[config.mk]
export PLATFORM = sky130hd
export DESIGN_NAME = pipeline_ctrl
export DESIGN_NICKNAME = d
export VERILOG_FILES = /design/src/rtl/pipeline_ctrl.sv
export SDC_FILE = /design/constraint.sdc
export NUM_CORES = 1
export LEC_CHECK = 0
export BUFFER_PORTS_ARGS = -buffer_cell sky130_fd_sc_hd__buf_2
export CAP_MARGIN = 10
export CORE_MARGIN = 2
export CORE_UTILIZATION = 48
export CTS_CLUSTER_DIAMETER = 80
export CTS_CLUSTER_SIZE = 14
export DETAILED_ROUTE_END_ITERATION = 8
export PLACE_DENSITY_LB_ADDON = 0.05
export SYNTH_ARGS = -nofsm -noshare
export SYNTH_HDL_FRONTEND = slang
export SYNTH_SLANG_ARGS = --single-unit
[constraint.sdc]
create_clock -name clk -period 4.1 [get_ports clk]
set_clock_uncertainty 0.2 [all_clocks]
set_input_delay 0.615 -clock clk [delete_from_list [all_inputs] [get_ports clk]]
set_output_delay 0.615 -clock clk [all_outputs]
set_load 0.01 [all_outputs]
[src/rtl/pipeline_ctrl.sv]
// Pipeline sequencer for the 6-stage core: arbitrates data-memory wait, mispredict
// flush, EX and ID stalls into one stall vector, with bus timeout and perf counters.
module pipeline_ctrl #(
    parameter int unsigned MEM_TIMEOUT = 16,
    parameter int unsigned CNT_W       = 32
) (
    input  logic             clk,
    input  logic             rst,
    input  logic             stallreq_id_i,
    input  logic             stallreq_ex_i,
    input  logic             mem_req_i,
    input  logic             mem_ack_i,
    input  logic             ex_flush_req_i,
    input  logic [31:0]      ex_redirect_pc_i,
    output logic [5:0]       stall_o,
    output logic             flush_o,
    output logic [31:0]      new_pc_o,
    output logic             mem_err_o,
    output logic [CNT_W-1:0] stall_cycles_o,
    output logic [CNT_W-1:0] flush_count_o
);

    localparam int unsigned TMO_W = 8;
    localparam int unsigned PC_W  = 32;

    localparam logic [5:0] STALL_MEM  = 6'b011111;
    localparam logic [5:0] STALL_EX   = 6'b001111;
    localparam logic [5:0] STALL_ID   = 6'b000111;
    localparam logic [5:0] STALL_NONE = 6'b000000;

    localparam logic [TMO_W-1:0] TMO_LIMIT = TMO_W'(MEM_TIMEOUT);
    localparam logic [CNT_W-1:0] CNT_MAX   = {CNT_W{1'b1}};

    typedef enum logic {
        ST_IDLE,
        ST_WAIT
    } state_e;

    state_e              state_q, state_d;
    logic [TMO_W-1:0]    tmo_q, tmo_d;
    logic                pend_q, pend_d;
    logic [PC_W-1:0]     pend_pc_q, pend_pc_d;
    logic                mem_err_q, mem_err_d;
    logic [CNT_W-1:0]    stall_cnt_q, stall_cnt_d;
    logic [CNT_W-1:0]    flush_cnt_q, flush_cnt_d;
    logic                mem_stall;

    // State and counter registers.
    always_ff @(posedge clk or posedge rst) begin
        if (rst) begin
            state_q     <= ST_IDLE;
            tmo_q       <= '0;
            pend_q      <= 1'b0;
            pend_pc_q   <= '0;
            mem_err_q   <= 1'b0;
            stall_cnt_q <= '0;
            flush_cnt_q <= '0;
        end else begin
            state_q     <= state_d;
            tmo_q       <= tmo_d;
            pend_q      <= pend_d;
            pend_pc_q   <= pend_pc_d;
            mem_err_q   <= mem_err_d;
            stall_cnt_q <= stall_cnt_d;
            flush_cnt_q <= flush_cnt_d;
        end
    end

    // Data-memory handshake: stall until ack or until the wait budget runs out.
    always_comb begin
        state_d   = state_q;
        tmo_d     = tmo_q;
        mem_stall = 1'b0;
        mem_err_d = 1'b0;
        case (state_q)
            ST_IDLE: begin
                if (mem_req_i && !mem_ack_i) begin
                    mem_stall = 1'b1;
                    state_d   = ST_WAIT;
                    tmo_d     = TMO_W'(1);
                end
            end
            ST_WAIT: begin
                if (mem_ack_i) begin
                    state_d = ST_IDLE;
                    tmo_d   = '0;
                end else if (tmo_q >= TMO_LIMIT) begin
                    state_d   = ST_IDLE;
                    tmo_d     = '0;
                    mem_err_d = 1'b1;
                end else begin
                    mem_stall = 1'b1;
                    tmo_d     = tmo_q + TMO_W'(1);
                end
            end
            default: begin
                state_d = ST_IDLE;
                tmo_d   = '0;
            end
        endcase
    end

    // Stall/flush arbitration; a flush seen while frozen is parked until release.
    always_comb begin
        stall_o   = STALL_NONE;
        flush_o   = 1'b0;
        new_pc_o  = '0;
        pend_d    = pend_q;
        pend_pc_d = pend_pc_q;
        if (mem_stall) begin
            stall_o = STALL_MEM;
            if (ex_flush_req_i && !pend_q) begin
                pend_d    = 1'b1;
                pend_pc_d = ex_redirect_pc_i;
            end
        end else if (pend_q || ex_flush_req_i) begin
            flush_o  = 1'b1;
            new_pc_o = pend_q ? pend_pc_q : ex_redirect_pc_i;
            pend_d   = 1'b0;
        end else if (stallreq_ex_i) begin
            stall_o = STALL_EX;
        end else if (stallreq_id_i) begin
            stall_o = STALL_ID;
        end
        if (rst) begin
            stall_o  = STALL_NONE;
            flush_o  = 1'b0;
            new_pc_o = '0;
        end
    end

    // Saturating performance counters.
    always_comb begin
        stall_cnt_d = stall_cnt_q;
        flush_cnt_d = flush_cnt_q;
        if (stall_o[0] && (stall_cnt_q != CNT_MAX)) begin
            stall_cnt_d = stall_cnt_q + CNT_W'(1);
        end
        if (flush_o && (flush_cnt_q != CNT_MAX)) begin
            flush_cnt_d = flush_cnt_q + CNT_W'(1);
        end
    end

    assign mem_err_o      = mem_err_q;
    assign stall_cycles_o = stall_cnt_q;
    assign flush_count_o  = flush_cnt_q;

endmodule

==> results.txt, run 1 <==
clock buffer count from CTS - 9
hold_sp - flush_count_o[18]$_DFFE_PP0P_
P_leak - 3.290 nW
net switching share of the total power - 29.27%
RR Startpoint - pend_q$_DFFE_PP0P_
Yosys reg bits - 107
most common cell after layout, fill and taps aside - buf_2
Post-CTS Setup Bufs - 0
share of layout cells above drive strength 1 - 27.89%
Final Wtd Congestion - 0.8393
initial antenna violation count - 0
die area - 12370 um2
Slew headroom - 48.40%
clk slew on worst S/H paths - 0.07 ns
Place WS - 1.028 ns
drt via density - 5.528
clock sinks - 107
endpoints failing setup - 0
Root Buffer - clkbuf_16
H-tree levels - 3
DR DRC count - 0
Crit. End Element - output pin
die width - 111.2 um
Final ANT Viol Nets - 0
most frequent cells in the layout - buf_2 (141), dfrtp_1 (107), nor2_1 (78)
sw power - 0.8064 mW
DRT Wirelength - 13080 um
routed length on met1 - 6123 um
Data arrival, critical path - 2.29 ns
Worst-Margin Slew - 0.7724 ns
Comb pwr share - 19.3%
Worst setup SP type - register
Req. time, crit path - 3.28 ns
critical path peak fanout - 23
fin worst setup slack - 0.9951 ns
Total GRT Usage - 21.65%
reg2reg setup slack - 1.37 ns
Post-CTS Hold Buffers - 0
outcome - finished clean
Initial Util - 48.76%
first-pass detailed-route iteration total - 5
cell area after layout - 6619 um2
I/O Pins - 143
Hold Crit Class - reg2reg
Internal Power - 1.949 mW
clk_lat worst skew - 0.35 ns
library cells used by synthesis - 49
final worst path period share - 75.73%
Power Dens Cells - 416.2 nW/um2
max-slew violations - 0
Netlist Area Pre-Place - 5520 um2
n_diodes - 0
Area after DPL - 6324 um2
nets - 730
Filler Cell Count - 1044
CTS tree - done
async set or reset register ratio after synthesis - 100.0%
Final min period - 3.105 ns
core footprint - 11320 um2
top sig layer - met4
met3 WL - 783 um
Yosys warning total - 0
routed vias - 4616
routed length per instance - 15.67 um
syn nets - 601
unrepaired setup endpoints after global routing - false
Iter 0 DRT Violations - 400
share of the synthesized area in the top cell type - 48.50%
Detailed Place HPWL - 9244 um
sequential share of power - 49.1%
Clock power frac - 31.6%
Synth area leaders - dfrtp_1 (49%), xnor2_1 (6.3%), nor2_1 (5.3%)
sequential area share after synthesis - 48.50%
vias in the first global route - 4363
maximum clock insertion buffer count - 2
CP Launch Point - tmo_q[4]$_DFFE_PP0P_
Post-Syn Instances - 558
cts repair resizes - 0
Area Growth Syn to Fin - 19.90%
Site Rows - 39
number of flops mapped to enable cells by yosys - 0
FMAX - 0.3221 GHz
largest net degree at the start of global routing - 60
class of the most critical setup path - reg2out
Synth Area per Inst - 9.893 um2
first-pass GRT wire length - 22020 um
WL met2 - 5983 um
peak supply drop - 0.0003367 V
post-synth top area cell - dfrtp_1
# Max-Cap Violations - 0
Congestion Overflow GR - 0
Main synth FF type - dfrtp_1
IO Port Bufs - 141
count of final hold-check violations - 0
final setup TNS - 0 ns
Die Ht - 111.2 um
==> registers in the layout, indices dropped and copies added (netlist names) <==
signal / count
mem_err_o: 1
stall_cycles_o: 32
pend_pc_q: 32
tmo_q: 8
flush_count_o: 32
state_q: 1
pend_q: 1
==> power by group through the flow <==
stage | sequential [mW] | combinational (mW) | clock, mW
finish | 1.35 | 0.530 | 0.872
global placement | 1.36 | 0.518 | 0
floorplan | 1.37 | 0.339 | 0
CTS | 1.35 | 0.539 | 0.891
detailed placement | 1.37 | 0.536 | 0
global route | 1.38 | 0.593 | 0.940
==> critical path, stage by stage, from the launching register on <==
cell and delay (ns):
dfrtp_1 0.41, nor4_2 0.50, a21boi_2 0.24, a21o_1 0.28, inv_2 0.31, buf_2 0.20
==> worst paths after layout <==
check | end | depth (start not counted)
max in group asynchronous | state_q$_DFF_PP0_ | 4
min in group asynchronous | stall_cycles_o[8]$_DFFE_PP0P_ | 3
setup / recovery | stall_o[1] | 5
hold reg to reg | flush_count_o[18]$_DFFE_PP0P_ | 1
hold / removal | flush_count_o[18]$_DFFE_PP0P_ | 1
setup reg to reg | pend_pc_q[30]$_DFFE_PP0P_ | 5
==> through the flow <==
step	hold WS, ns	power (mW)	utilization (%)	instances
5_1_grt	0.2951	2.915	58.47	835
4_1_cts	0.2795	2.781	58.47	835
3_3_place_gp	0.2668	1.877	55.86	819
2_1_floorplan	0.2504	1.707	-	558
6_report	0.2823	2.755	58.47	835
3_5_place_dp	0.2746	1.906	55.86	819
==> kinds of logic after synthesis <==
| family | count (synthesis) | share of synthesized area (%) |
|---|---|---|
| fa+ha+maj | 4 | 0.9067 |
| compound gates | 60 | 7.503 |
| mux | 34 | 6.935 |
| buf+inv | 39 | 3.015 |
| flops | 107 | 48.50 |
| xor+xnor | 59 | 9.361 |
| other cells | 1 | 0.06793 |
| simple gates | 254 | 23.71 |
==> synth_stat cells (3+ instances only) <==
cell type	n
mux2_2	17
dfrtp_1	107
clkbuf_1	16
a31oi_1	6
and2_1	11
nor4_1	5
nand2_1	48
nor3_1	9
mux2_1	17
and4_1	10
xor2_1	19
buf_2	7
nand3_1	23
buf_4	3
a21oi_1	24
and3_1	18
o21ai_0	7
nor2_1	78
nand4_1	32
a22oi_1	10
nor2b_1	4
xnor2_1	40
inv_1	9
ha_1	4
nand4b_1	4
==> routing by layer <==
layer / vias up / track usage (%)
met1: 2239 / 31.46
met3: 16 / 4.265
li1: 2211 / -
met2: 150 / 32.97
met5: - / 0
met4: 0 / 6.749
==> cell type report <==
| class | count | area, um2 | share of cell area (%) |
|---|---|---|---|
| Clock inverter | 5 | 52.55 | 0.7940 |
| Inverter | 11 | 45.04 | 0.6805 |
| Clock buffer | 11 | 242.7 | 3.667 |
| Sequential cell | 107 | 2678 | 40.45 |
| Multi-Input combinational cell | 412 | 2679 | 40.47 |
| Timing Repair Buffer | 146 | 743.2 | 11.23 |
| Tap cell | 143 | 178.9 | 2.703 |
(Power assumes the default switching activity.)
==> run 2: changes to the inputs <==
- CORE_UTILIZATION: 48 -> 53
- clock period: 4.1 -> 3.2 ns (I/O delays scaled with it)
==> results.txt, run 2 (synthesis gave the netlist of run 1 again) <==
H-tree levels - 3
Post-CTS Setup Bufs - 0
Iter 0 DRT Violations - 290
Clock power frac - 25.8%
core footprint - 10230 um2
Site Rows - 37
Final Util - 63.76%
first-pass GRT wire length - 20990 um
endpoints failing setup - 0
Worst setup SP type - register
Max stage delay cell, worst path - nor4_2
Data arrival, critical path - 2.34 ns
I/O Pins - 143
clock sinks - 107
unrepaired setup endpoints after global routing - false
sequential share of power - 53.5%
Initial Util - 53.96%
largest net degree at the start of global routing - 71
DP Cell Count - 814
DR DRC count - 0
vias in the first global route - 4321
routed vias - 4590
share of layout cells above drive strength 1 - 27.85%
final worst path period share - 94.32%
CP peak stage delay - 0.51 ns
WL met2 - 5698 um
Internal Power - 2.272 mW
Die Ht - 106.1 um
met3 WL - 692 um
CTS tree - done
peak supply drop - 0.0003109 V
# Max-Cap Violations - 0
Final Wtd Congestion - 0.8171
Final min period - 3.018 ns
critical path peak fanout - 23
Power Dens Cells - 496.7 nW/um2
FMAX - 0.3313 GHz
cts repair resizes - 0
most common cell after layout, fill and taps aside - buf_2
Hold Crit Class - in2async
Crit. End Element - output pin
final hold slack - 0.1350 ns
routed length per instance - 15.28 um
Slew headroom - 41.34%
max-slew violations - 0
top sig layer - met4
Root Buffer - clkbuf_8
Req. time, crit path - 2.52 ns
Final ANT Viol Nets - 0
class of the most critical setup path - reg2out
outcome - finished clean
Detailed Place HPWL - 9042 um
Area Growth Syn to Fin - 18.18%
sw power - 0.9687 mW
n_diodes - 0
Comb pwr share - 20.7%
DRT Wirelength - 12670 um
net switching share of the total power - 29.89%
Tot Pwr - 3.241 mW
P_leak - 3.254 nW
IO Port Bufs - 141
count of final hold-check violations - 0
Post-CTS Hold Buffers - 0
Total GRT Usage - 23.06%
drt via density - 5.537
die area - 11250 um2
routed length on met1 - 6035 um
Congestion Overflow GR - 0
most frequent cells in the layout - buf_2 (141), dfrtp_1 (107), nor2_1 (78)
clk slew on worst S/H paths - 0.09 ns
clock buffer count from CTS - 9
die width - 106.1 um
first-pass detailed-route iteration total - 6
Finished Layout Cells - 829
maximum clock insertion buffer count - 2
CP cell instances - nor4_2 > a21boi_2 > a21o_1 > inv_2 > buf_2
nets - 732
Worst-Margin Slew - 0.8799 ns
initial antenna violation count - 0
clk_lat worst skew - 0.36 ns
## run 2: cell type report
| class | count | area, um2 |
|---|---|---|
| well taps | 136 | 170.2 |
| clock inverters | 2 | 35.03 |
| flip-flops and latches | 107 | 2678 |
| repair buffers | 148 | 758.2 |
| inverters | 11 | 45.04 |
| clock buffers | 13 | 158.9 |
| fillers | 927 | 3707 |
| multi-input cells | 412 | 2679 |
## run 2: per-layer routing
layer | GRT usage (%) | vias up
met1 | 33.43 | 2214
met2 | 35.58 | 137
li1 | - | 2224
met4 | 7.801 | 0
met3 | 3.679 | 15
met5 | 0 | -
## run 2: worst paths after layout
check,startpoint,endpoint,slack [ns],depth (start not counted)
setup / recovery,tmo_q[4]$_DFFE_PP0P_,stall_o[2],0.18,5
hold / removal,rst,state_q$_DFF_PP0_,0.13,3
hold reg to reg,flush_count_o[30]$_DFFE_PP0P_,flush_count_o[30]$_DFFE_PP0P_,0.29,1
max in group asynchronous,rst,flush_count_o[3]$_DFFE_PP0P_,1.93,3
setup reg to reg,tmo_q[4]$_DFFE_PP0P_,stall_cycles_o[1]$_DFFE_PP0P_,0.64,6
min in group clk,ex_redirect_pc_i[28],pend_pc_q[28]$_DFFE_PP0P_,0.14,2
## run 2: power by group through the flow
stage	logic [mW]	clock network, mW	registers, mW
global route	0.753	0.901	1.77
finish	0.671	0.836	1.73
detailed placement	0.680	0	1.76
global placement	0.659	0	1.74
CTS	0.682	0.856	1.73
floorplan	0.436	0	1.75
## run 2: critical path: cells and delay by family (launching register included)
| kind | cells | cell delay, ns |
|---|---|---|
| DFF | 1 | 0.42 |
| buffers and inverters | 2 | 0.51 |
| and+or+nand+nor | 1 | 0.51 |
| AOI/OAI and AO/OA | 2 | 0.53 |
## run 2: per-stage QoR
stage | area [um2] | TNS [ns] | setup slack (ns)
6_report | 6524 | 0 | 0.1818
5_1_grt | 6524 | 0 | 0.05717
4_1_cts | 6524 | 0 | 0.1613
3_5_place_dp | 6330 | 0 | 0.4542
3_3_place_gp | 6330 | 0 | 0.4980
2_1_floorplan | 5535 | -7.110 | -0.2351
==> run 3: changes to the inputs <==
==> constraint.sdc (replaced) <==
create_clock -name clk -period 3.2 [get_ports clk]
set_clock_uncertainty 0.2 [all_clocks]
set_input_delay 0.32 -clock clk [delete_from_list [all_inputs] [get_ports clk]]
set_output_delay 0.32 -clock clk [all_outputs]
set_load 0.01 [all_outputs]
==> results.txt, run 3 (synthesis gave the netlist of run 1 again) <==
routed vias - 4815
H-tree levels - 3
most frequent cells in the layout - buf_2 (141), dfrtp_1 (107), nor2_1 (78)
final setup TNS - 0 ns
Area Growth Syn to Fin - 24.75%
reg-to-reg endpoint - stall_cycles_o[1]$_DFFE_PP0P_
fin worst setup slack - 0.2008 ns
Iter 0 DRT Violations - 347
nets - 765
Final Util - 67.31%
final worst path period share - 93.72%
critical path peak fanout - 23
Site Rows - 37
clk_lat worst skew - 0.38 ns
Final ANT Viol Nets - 0
most common cell after layout, fill and taps aside - buf_2
Final min period - 2.999 ns
final hold slack - 0.04317 ns
Final Wtd Congestion - 0.7919
clock sinks - 107
vias in the first global route - 4584
endpoints failing setup - 0
clk slew on worst S/H paths - 0.10 ns
Req. time, crit path - 2.68 ns
DR DRC count - 0
Data arrival, critical path - 2.48 ns
Detailed Place HPWL - 9195 um
routed length per instance - 15.77 um
class of the most critical setup path - in2out
clock buffer count from CTS - 9
I/O Pins - 143
RR Startpoint - tmo_q[4]$_DFFE_PP0P_
Worst-Margin Slew - 0.6956 ns
Slew headroom - 53.62%
Area after DPL - 6330 um2
Power Dens Cells - 491.4 nW/um2
die area - 11250 um2
largest net degree at the start of global routing - 57
Post-CTS Setup Bufs - 0
first-pass GRT wire length - 21980 um
cell area after layout - 6887 um2
maximum clock insertion buffer count - 2
n_diodes - 0
CTS tree - done
Worst setup SP type - input port
unrepaired setup endpoints after global routing - false
Place WS - 0.6861 ns
Crit. End Element - output pin
core footprint - 10230 um2
Die Ht - 106.1 um
max-slew violations - 0
count of final hold-check violations - 0
initial antenna violation count - 0
DRT Wirelength - 13610 um
Total GRT Usage - 24.41%
IO Port Bufs - 141
Initial Util - 53.96%
peak supply drop - 0.0003027 V
Root Buffer - clkbuf_8
FMAX - 0.3334 GHz
P_leak - 3.400 nW
reg2reg setup slack - 0.67 ns
Congestion Overflow GR - 0
# Max-Cap Violations - 0
first-pass detailed-route iteration total - 5
drt via density - 5.579
Critical Path End - stall_o[1]
Worst Reg-to-Reg Cells - 6
CP Launch Point - mem_ack_i
die width - 106.1 um
share of layout cells above drive strength 1 - 26.96%
Hold Crit Class - in2async
outcome - finished clean
-- run 3: changes by cell type in the layout (fill, tap and decap cells not counted) --
cell / previous run / this run
bufinv_16: 1 / 2
dlygate4sd3_1: 0 / 33
clkbuf_8: 11 / 10
clkinv_4: 0 / 1
clkinvlp_4: 1 / 3
clkbuf_1: 2 / 0
-- run 3: critical path, stage by stage --
cell	delay (ns)
dlygate4sd3_1	0.53
buf_2	0.14
or3b_1	0.40
a21boi_2	0.24
a21o_1	0.29
inv_2	0.33
buf_2	0.21
-- run 3: cell type report --
class / instances / area, um2
Fill cell: 849 / 3344
Multi-Input combinational cell: 412 / 2679
Sequential cell: 107 / 2678
Timing Repair Buffer: 181 / 1089
Tap cell: 136 / 170.2
Clock buffer: 10 / 137.6
Clock inverter: 6 / 88.84
Inverter: 11 / 45.04
-- run 3: stage by stage --
stage                     power [mW]  cells
after floorplan                2.187    558
after global placement         2.407    814
after detailed placement       2.437    814
after CTS                      3.400    863
after global routing           3.573    863
final                          3.384    863
-- run 3: worst min path at each step --
| stage | start | end | slack (ns) | cells past startpoint |
|---|---|---|---|---|
| global placement | pend_pc_q[25]$_DFFE_PP0P_ | pend_pc_q[25]$_DFFE_PP0P_ | 0.27 | 1 |
| finish | rst | stall_cycles_o[31]$_DFFE_PP0P_ | 0.04 | 3 |
| CTS | rst | pend_pc_q[12]$_DFFE_PP0P_ | 0.07 | 3 |
| global route | rst | pend_pc_q[12]$_DFFE_PP0P_ | 0.11 | 3 |
| detailed placement | flush_count_o[15]$_DFFE_PP0P_ | flush_count_o[15]$_DFFE_PP0P_ | 0.27 | 1 |
| floorplan | mem_ack_i | tmo_q[0]$_DFFE_PP0P_ | 0.21 | 1 |
-- run 3: routing by layer --
metal  GRT usage, %  wire length [um]
met1          33.58              6244
met2          38.89              6218
met3          4.414               835
met4          9.023               311
met5              0                 0
-- run 3: repair_timing --
| item | in CTS | in global routing |
|---|---|---|
| hold buffers | 33 | 0 |
| endpoints found under the hold margin | 33 | 0 |
| gates resized for setup | 0 | 0 |
-- run 3: report_power, final --
part           switching [mW]  total, mW  internal (mW)
registers               0.175       1.74           1.56
clock network           0.475      0.937          0.462
logic                   0.376      0.712          0.336
total                    1.03       3.38           2.36
